<file path="src/rtl/fnd_share_arbiter.sv">
// Round-robin owner selection for the shared 4-digit FND display.
// Enforces a minimum on-screen time (OWN + LINGER) and a maximum hold while contested.
module fnd_share_arbiter #(
    parameter int MIN_HOLD = 16,
    parameter int MAX_HOLD = 1024
) (
    input  logic        clk,
    input  logic        reset_n,
    input  logic [2:0]  req,
    input  logic [15:0] value0,
    input  logic [15:0] value1,
    input  logic [15:0] value2,
    output logic [2:0]  grant,
    output logic [15:0] fnd_value,
    output logic        busy
);

    localparam int HW = $clog2(MAX_HOLD + 1);
    localparam logic [HW-1:0] MIN_LAST = HW'(MIN_HOLD - 1);
    localparam logic [HW-1:0] MAX_LAST = HW'(MAX_HOLD - 1);

    localparam logic [1:0] S_IDLE   = 2'd0;
    localparam logic [1:0] S_OWN    = 2'd1;
    localparam logic [1:0] S_LINGER = 2'd2;

    logic [1:0]    r_state;
    logic [2:0]    r_grant;
    logic [15:0]   r_fnd;
    logic [HW-1:0] r_hold;
    logic [1:0]    r_last;
    logic          r_busy;

    logic [1:0]    w_nxt_state;
    logic [2:0]    w_nxt_grant;
    logic [15:0]   w_nxt_fnd;
    logic [HW-1:0] w_nxt_hold;
    logic [1:0]    w_nxt_last;
    logic [2:0]    w_win;
    logic          w_take;
    logic          w_owner_req;
    logic [2:0]    w_others;
    logic [HW-1:0] w_hold_inc;

    // Rank order is last+1, last+2, last, so the previous owner is always lowest.
    function automatic logic [2:0] f_rr_pick(input logic [2:0] r, input logic [1:0] last);
        logic [2:0] pick;
        pick = 3'b000;
        case (last)
            2'd0: begin
                if (r[1])      pick = 3'b010;
                else if (r[2]) pick = 3'b100;
                else if (r[0]) pick = 3'b001;
            end
            2'd1: begin
                if (r[2])      pick = 3'b100;
                else if (r[0]) pick = 3'b001;
                else if (r[1]) pick = 3'b010;
            end
            default: begin
                if (r[0])      pick = 3'b001;
                else if (r[1]) pick = 3'b010;
                else if (r[2]) pick = 3'b100;
            end
        endcase
        return pick;
    endfunction

    function automatic logic [1:0] f_idx(input logic [2:0] onehot);
        logic [1:0] idx;
        case (onehot)
            3'b010:  idx = 2'd1;
            3'b100:  idx = 2'd2;
            default: idx = 2'd0;
        endcase
        return idx;
    endfunction

    function automatic logic [15:0] f_value(input logic [2:0] onehot, input logic [15:0] v0,
                                            input logic [15:0] v1, input logic [15:0] v2);
        logic [15:0] v;
        case (onehot)
            3'b001:  v = v0;
            3'b010:  v = v1;
            3'b100:  v = v2;
            default: v = 16'h0000;
        endcase
        return v;
    endfunction

    always_comb begin
        w_owner_req = |(req & r_grant);
        w_others    = req & ~r_grant;
        w_hold_inc  = (r_hold == MAX_LAST) ? r_hold : r_hold + 1'b1;

        w_nxt_state = r_state;
        w_nxt_grant = r_grant;
        w_nxt_fnd   = r_fnd;
        w_nxt_hold  = r_hold;
        w_nxt_last  = r_last;
        w_win       = 3'b000;
        w_take      = 1'b0;

        case (r_state)
            S_IDLE: begin
                w_nxt_grant = 3'b000;
                if (|req) begin
                    w_win  = f_rr_pick(req, r_last);
                    w_take = 1'b1;
                end
            end
            S_OWN: begin
                w_nxt_hold = w_hold_inc;
                w_nxt_fnd  = f_value(r_grant, value0, value1, value2);
                if (!w_owner_req) begin
                    // Release takes priority over a coincident preempt.
                    if (r_hold < MIN_LAST) begin
                        w_nxt_state = S_LINGER;
                        w_nxt_grant = 3'b000;
                        w_nxt_fnd   = r_fnd;
                    end else if (|w_others) begin
                        w_win  = f_rr_pick(w_others, r_last);
                        w_take = 1'b1;
                    end else begin
                        w_nxt_state = S_IDLE;
                        w_nxt_grant = 3'b000;
                        w_nxt_fnd   = r_fnd;
                    end
                end else if ((|w_others) && (r_hold == MAX_LAST)) begin
                    w_win  = f_rr_pick(w_others, r_last);
                    w_take = 1'b1;
                end
            end
            S_LINGER: begin
                w_nxt_hold  = w_hold_inc;
                w_nxt_grant = 3'b000;
                if (r_hold == MIN_LAST) begin
                    if (|req) begin
                        w_win  = f_rr_pick(req, r_last);
                        w_take = 1'b1;
                    end else begin
                        w_nxt_state = S_IDLE;
                    end
                end
            end
            default: begin
                w_nxt_state = S_IDLE;
                w_nxt_grant = 3'b000;
            end
        endcase

        if (w_take) begin
            w_nxt_state = S_OWN;
            w_nxt_grant = w_win;
            w_nxt_fnd   = f_value(w_win, value0, value1, value2);
            w_nxt_hold  = '0;
            w_nxt_last  = f_idx(w_win);
        end
    end

    always_ff @(posedge clk or negedge reset_n) begin
        if (!reset_n) begin
            r_state <= S_IDLE;
            r_grant <= 3'b000;
            r_fnd   <= 16'h0000;
            r_hold  <= '0;
            r_last  <= 2'd2;
            r_busy  <= 1'b0;
        end else begin
            r_state <= w_nxt_state;
            r_grant <= w_nxt_grant;
            r_fnd   <= w_nxt_fnd;
            r_hold  <= w_nxt_hold;
            r_last  <= w_nxt_last;
            r_busy  <= (w_nxt_state != S_IDLE);
        end
    end

    assign grant     = r_grant;
    assign fnd_value = r_fnd;
    assign busy      = r_busy;

endmodule

</file>
<file path="config.mk">
export PLATFORM = sky130hd
export DESIGN_NAME = fnd_share_arbiter
export DESIGN_NICKNAME = d
export VERILOG_FILES = /design/src/rtl/fnd_share_arbiter.sv
export SDC_FILE = /design/constraint.sdc
export NUM_CORES = 1
export LEC_CHECK = 0
export CORE_MARGIN = 3
export CORE_UTILIZATION = 51
export CTS_CLUSTER_DIAMETER = 150
export DETAILED_ROUTE_END_ITERATION = 8
export GPL_ROUTABILITY_DRIVEN = 0
export GPL_TIMING_DRIVEN = 0
export HOLD_SLACK_MARGIN = 0.03
export PLACE_DENSITY = 0.8
export SYNTH_ARGS = -nofsm -noshare
export SYNTH_HDL_FRONTEND = slang
export SYNTH_SLANG_ARGS = --single-unit
</file>
<file path="constraint.sdc">
create_clock -name clk -period 3.2 [get_ports clk]
set_input_delay 0.64 -clock clk [delete_from_list [all_inputs] [get_ports clk]]
set_output_delay 0.64 -clock clk [all_outputs]
set_load 0.02 [all_outputs]
</file>
==> results of run 1 <==
-- where the power goes --
| group | internal [mW] | leakage, nW | total (mW) | switching (mW) |
|---|---|---|---|---|
| clock network | 0.197 | 0.0515 | 0.369 | 0.172 |
| registers | 0.623 | 0.440 | 0.757 | 0.134 |
| logic | 1.02 | 0.938 | 2.46 | 1.45 |
-- cells in the mapped netlist, types with 4 or more instances --
library cell | number | area [um^2]
a21oi_1 | 39 | 195
a41oi_2 | 21 | 342
a41oi_1 | 12 | 105
a22oi_1 | 18 | 135
o21ai_0 | 5 | 25.0
nand4_1 | 36 | 225
clkbuf_1 | 12 | 45.0
ha_1 | 5 | 62.6
dfrtp_1 | 34 | 851
and4_1 | 4 | 35.0
a2bb2oi_1 | 16 | 140
buf_4 | 7 | 52.6
inv_1 | 4 | 15.0
buf_2 | 11 | 55.1
xnor2_1 | 5 | 43.8
nor2_1 | 16 | 60.1
xor2_1 | 4 | 35.0
a32o_1 | 4 | 40.0
nor2b_1 | 5 | 31.3
nand2_1 | 12 | 45.0
buf_6 | 4 | 45.0
-- area by class of cell --
cell class | instances | area, um^2 | share of cell area
multi-input combinational | 252 | 1990 | 0.501
sequential | 35 | 877 | 0.221
timing repair buffer | 70 | 696 | 0.175
buffer | 34 | 200 | 0.0505
clock buffer | 8 | 100 | 0.0252
tap | 72 | 90.1 | 0.0227
inverter | 4 | 15.0 | 0.00378
-- worst paths after layout --
check,depth (start not counted),end,from,slack (ns)
worst min-delay path,1,fnd_value[10]$_DFFE_PN0P_,reset_n,0.42
max in group asynchronous,1,r_hold[3]$_DFFE_PN0P_,reset_n,2.23
min in group clk,2,fnd_value[1]$_DFFE_PN0P_,fnd_value[1]$_DFFE_PN0P_,0.57
worst max-delay path,8,fnd_value[4]$_DFFE_PN0P_,req[2],0.12
worst max register to register,9,fnd_value[4]$_DFFE_PN0P_,r_hold[4]$_DFFE_PN0P_,0.34
worst min register to register,2,fnd_value[1]$_DFFE_PN0P_,fnd_value[1]$_DFFE_PN0P_,0.57
-- metal layers --
layer / vias up / track usage
met5: - / 0
met4: 0 / 0.114
met3: 50 / 0.0625
met2: 280 / 0.452
met1: 1556 / 0.382
li1: 1494 / -
-- sequential cells by signal, summed over array words and instances (netlist names) --
name / cells
r_hold: 11
busy: 1
r_last: 2
fnd_value: 16
r_state: 2
grant: 3
-- kinds of logic (layout without fill, tap and decap cells) --
group / Yosys count / count (layout) / share of synthesized area
compound gates: 143 / 143 / 0.415
xor+xnor: 9 / 9 / 0.0258
fa+ha+maj: 5 / 5 / 0.0205
buf+inv: 38 / 116 / 0.0696
flops: 35 / 35 / 0.287
simple gates: 95 / 95 / 0.181
-- critical path: cells and delay by family --
| kind | cells | cell delay [ns] |
|---|---|---|
| AO/OA/AOI/OAI | 4 | 1.58 |
| AND/OR/NAND/NOR | 1 | 0.16 |
| buffers and inverters | 3 | 0.91 |
-- through the flow --
step           hold WS, ns  area (um^2)
5_1_grt              0.500         3970
2_1_floorplan        0.344         3050
6_report             0.422         3970
3_5_place_dp         0.556         3840
3_3_place_gp         0.557         3840
4_1_cts              0.469         3940
-- placed cells by master, fill, tap and decap left out, types with 5 or more instances in the layout --
master and count:
a21oi_1 39, a22oi_1 18, a2bb2oi_1 16, a41oi_1 12
a41oi_2 21, buf_2 11, buf_4 7, clkbuf_1 13
clkbuf_8 7, clkdlybuf4s50_1 69, dfrtp_1 34, ha_1 5
nand2_1 12, nand4_1 36, nor2_1 16, nor2b_1 5
o21ai_0 5, xnor2_1 5
==> reports/results.ini, run 1 <==
[run_status]
status = completed

[clock_network]
cts_tree = built
clock_latency_ns = 0.30
cts_buffers = 5
cts_hold_buf = 0
post_cts_buffers = 0
clk_pin_slew_worst_paths_ns = 0.08
cts-root-buf = clkbuf_8
cts_htree_levels = 2
cts_resized = 0
cts.sink_count = 35
clock_path_buffers = 2

[grt]
grt_max_degree = 36
grt_pass1_wl_um = 16300
track_usage = 0.287
antenna_found_initial = 0
overflow = 0
grt_pass1_vias = 3241

[worst_setup_path]
crit_path_start_kind = primary input
crit_type = primary input to register
crit_chain = clkdlybuf4s50_1, a222oi_1, a21oi_1, a21o_2, and2_1, buf_2, buf_4, a41oi_2
worstPathMaxFanout = 10
cp.required_ns = 3.42
cp_slowest_cell = a222oi_1
slowest_delay_ns = 0.73
cp.arrival_ns = 3.30
critPathCaptureType = register

[power_and_ir_drop]
powerDensity_mw_per_mm2 = 905
power_leakage_nw = 1.43
vdd_drop_max_uv = 509
power_mw = 3.59

[yosys]
yosysUniqueCellTypes = 56
synth-seq-cells = 35
ys_seq_area_frac = 0.287
synthFlopType = dfrtp_1
syn-num-nets = 383
yosysWarnings = 0
syn_area_mm2 = 0.00305
synthCells = 325
avgSynthCellArea_um2 = 9.40
ys_async_sr_fraction = 1.00
synth-edff-count = 0

[sta]
setup_viol = 0
worst_pin_slew_ns = 0.953
hold_violations = 0
setup_tns_ns = 0
rsz0062_at_grt = false
relSlewSlack = 0.363
period_share = 0.962
fin_crit_ns = 3.08
setup_slack_ns = 0.121
finalMaxSlewViolations = 0
skew_ns = 0.0142
fmax_mhz = 325

[floorplan]
die_w_um = 83.4
die_h_um = 83.4
start_util = 0.541
fp-row-count = 27
die_area_mm2 = 0.00695
ios = 73
core_mm2 = 0.00564

[cells_and_area]
n_fill_cell = 440
layout-drive-gt1-share = 0.166
num-nets-final = 460
syn_to_final_growth_pct = 29.9
fin_cells = 475
postLayoutCoreUtil = 0.703
diodes = 0

[detailed_routing]
met1_length_um = 3960
drt_wl_total_um = 10300
drt-pass1-iter-count = 8
viasPerCell = 7.12
remaining_drc_errors = 0
ant_nets = 0
via_count = 3380
wl_met2_um = 4720
routedWlPerCell_um = 21.6
top_layer = met4
first_iter_violations = 513
wl_met3_um = 1240

[placement]
dp_hpwl_um = 6980
place_inst = 467
dpl_worst_slack_ns = -0.256
port_buffers = 70

[min_path]
hold_class = primary input to asynchronous set/reset pin

[run]
drv_cap = 0

Power figures use the tool's default switching activity.
==> run 2: changes to the inputs <==
Settings changed: ABC_CLOCK_PERIOD_IN_PS set to 3200, PLACE_DENSITY 0.8 to unset, PLACE_DENSITY_LB_ADDON set to 0.25.
==> run 2 against run 1 <==
Against the previous run:
- clock power grew 36%
- sequential share of layout area shrank 0.20 points
- non-clock buffer count grew 1
- first-iteration DRC count grew 3.3%
- largest cell class unchanged
==> reports/results.ini, run 2 (synthesis results as in run 1) <==
[worst_setup_path]
cpLargestDelayFamily = buffers and inverters  ; was compound AO/OA/AOI/OAI gates
worstPathMaxFanout = 10  ; unchanged
cp.arrival_ns = 3.38  ; was 3.30 ns
regToRegStartpoint = grant[0]$_DFFE_PN0P_  ; was r_hold[4]$_DFFE_PN0P_
cp.required_ns = 3.42  ; about the same
path_buf_inv = 4  ; was 3
cp_slowest_cell = clkdlybuf4s50_1  ; was a222oi_1
crit_type = primary input to register  ; unchanged
crit_chain = clkdlybuf4s50_1, a222oi_1, buf_4, or4b_4, o21ai_4, a31o_1, buf_4, buf_4, nand4_1, a41oi_2  ; was clkdlybuf4s50_1, a222oi_1, a21oi_1, a21o_2, and2_1, buf_2, buf_4, a41oi_2
r2r_end = fnd_value[0]$_DFFE_PN0P_  ; was fnd_value[4]$_DFFE_PN0P_
slowest_delay_ns = 0.64  ; was 0.73 ns
crit_path_frequent_cell = buf_4
crit_path_start_kind = primary input  ; unchanged
regToRegSetupSlack_ns = 0.27  ; was 0.34 ns
reg2reg_depth = 7  ; was 9
critPathCaptureType = register  ; unchanged

[floorplan]
ios = 73  ; unchanged
die_h_um = 83.4  ; unchanged
fp-row-count = 27  ; unchanged
start_util = 0.541  ; unchanged
die_w_um = 83.4  ; unchanged
die_area_mm2 = 0.00695  ; unchanged
core_mm2 = 0.00564  ; unchanged

[clock_network]
clk_pin_slew_worst_paths_ns = 0.08  ; about the same
cts_htree_levels = 2  ; unchanged
cts_tree = built  ; unchanged
cts-root-buf = clkbuf_8  ; unchanged
cts_buffers = 5  ; unchanged
clock_latency_ns = 0.30  ; about the same
cts_hold_buf = 0  ; unchanged
cts.sink_count = 35  ; unchanged
clock_path_buffers = 2  ; unchanged

[sta]
skew_ns = 0.00738  ; was 0.0142 ns
setup_tns_ns = 0  ; unchanged
finalMaxSlewViolations = 0  ; unchanged
period_share = 0.988  ; was 0.962
worst_pin_slew_ns = 1.08  ; was 0.953 ns
fin_crit_ns = 3.16  ; was 3.08 ns
rsz0062_at_grt = false  ; unchanged
relSlewSlack = 0.276  ; was 0.363
hold_violations = 0  ; unchanged
setup_viol = 0  ; unchanged
fmax_mhz = 316  ; was 325 MHz

[run]
drv_cap = 0  ; unchanged

[grt]
track_usage = 0.290  ; was 0.287
overflow = 0  ; unchanged
grt_pass1_vias = 3316  ; was 3,241
antenna_found_initial = 0  ; unchanged
grt_max_degree = 36  ; unchanged
grt_pass1_wl_um = 16800  ; was 16,300 um

[cells_and_area]
syn_to_final_growth_pct = 31.1  ; was 29.9%
layout-drive-gt1-share = 0.176  ; was 0.166
multiInputGateArea_mm2 = 0.00198  ; was 0.00199 mm^2
n_fill_cell = 408  ; was 440
design_area_mm2 = 0.00400  ; was 0.00397 mm^2
layout_common_cells = clkdlybuf4s50_1, a21oi_1, nand4_1  ; unchanged
ff_latch_area_um2 = 877  ; unchanged
final_common_cell = clkdlybuf4s50_1  ; unchanged
largest_reg_flops = 16  ; unchanged
postLayoutCoreUtil = 0.710  ; was 0.703
num-nets-final = 461  ; was 460
diodes = 0  ; unchanged

[power_and_ir_drop]
powerDensity_mw_per_mm2 = 925  ; was 905 mW/mm^2
power_leakage_nw = 1.45  ; was 1.43 nW
vdd_drop_max_uv = 472  ; was 509 uV

[run_status]
status = completed  ; unchanged

[detailed_routing]
via_count = 3455  ; was 3,380
drt-pass1-iter-count = 8  ; unchanged
remaining_drc_errors = 0  ; unchanged
viasPerCell = 7.26  ; was 7.12
drt_wl_total_um = 10300  ; about the same
ant_nets = 0  ; unchanged
routedWlPerCell_um = 21.6  ; about the same
first_iter_violations = 530  ; was 513

[placement]
port_buffers = 70  ; unchanged
dp_hpwl_um = 6970  ; was 6980 um
placed_area_mm2 = 0.00384  ; unchanged

[min_path]
hold_class = primary input to asynchronous set/reset pin  ; unchanged

[run 2: final cells by class]
| cell class | count | share of cell area |
|---|---|---|
| sequential | 35 | 0.219 |
| tap | 72 | 0.0225 |
| inverter | 4 | 0.00375 |
| timing repair buffer | 71 | 0.176 |
| clock inverter | 3 | 0.0169 |
| buffer | 34 | 0.0497 |
| multi-input combinational | 252 | 0.495 |
| clock buffer | 5 | 0.0172 |
[run 2: stage by stage]
| step | std cells | hold WS, ns | power (mW) | setup slack, ns |
|---|---|---|---|---|
| 2_1_floorplan | 325 | 0.344 | 2.37 | 0.557 |
| 3_3_place_gp | 467 | 0.555 | 3.07 | -0.217 |
| 3_5_place_dp | 467 | 0.553 | 3.11 | -0.305 |
| 4_1_cts | 475 | 0.457 | 3.63 | 0.0219 |
| 5_1_grt | 476 | 0.489 | 3.90 | 0.00540 |
| 6_report | 476 | 0.436 | 3.70 | 0.0374 |
[run 2: worst max-delay path by stage]
stage                start                  endpoint  slack, ns  cells past startpoint
global placement    req[2]  fnd_value[3]$_DFFE_PN0P_      -0.22                      8
CTS                 req[2]  fnd_value[4]$_DFFE_PN0P_       0.02                      8
finish              req[2]  fnd_value[4]$_DFFE_PN0P_       0.04                     10
floorplan           req[1]  fnd_value[0]$_DFFE_PN0P_       0.56                      9
detailed placement  req[2]  fnd_value[4]$_DFFE_PN0P_      -0.30                      8
global route        req[2]  fnd_value[4]$_DFFE_PN0P_      0.005                     10
[run 2: routing by layer]
layer,vias to the layer above,track usage,wire length (um)
met4,0,0.0847,213
met1,1641,0.395,4060
met2,282,0.461,4850
met3,41,0.0645,1170
met5,-,0,0
li1,1491,-,-
[run 2: what timing repair did]
item	4_1_cts	5_1_grt
pin swaps	0	1
buffers inserted	0	1
resized for setup	1	5
endpoints found under the setup margin	2	18
[run 2: where the power goes]
group	switching (mW)	internal [mW]	total, mW
Sequential	0.134	0.623	0.757
Combinational	1.42	1.02	2.44
Clock	0.191	0.311	0.502
Total	1.75	1.96	3.70
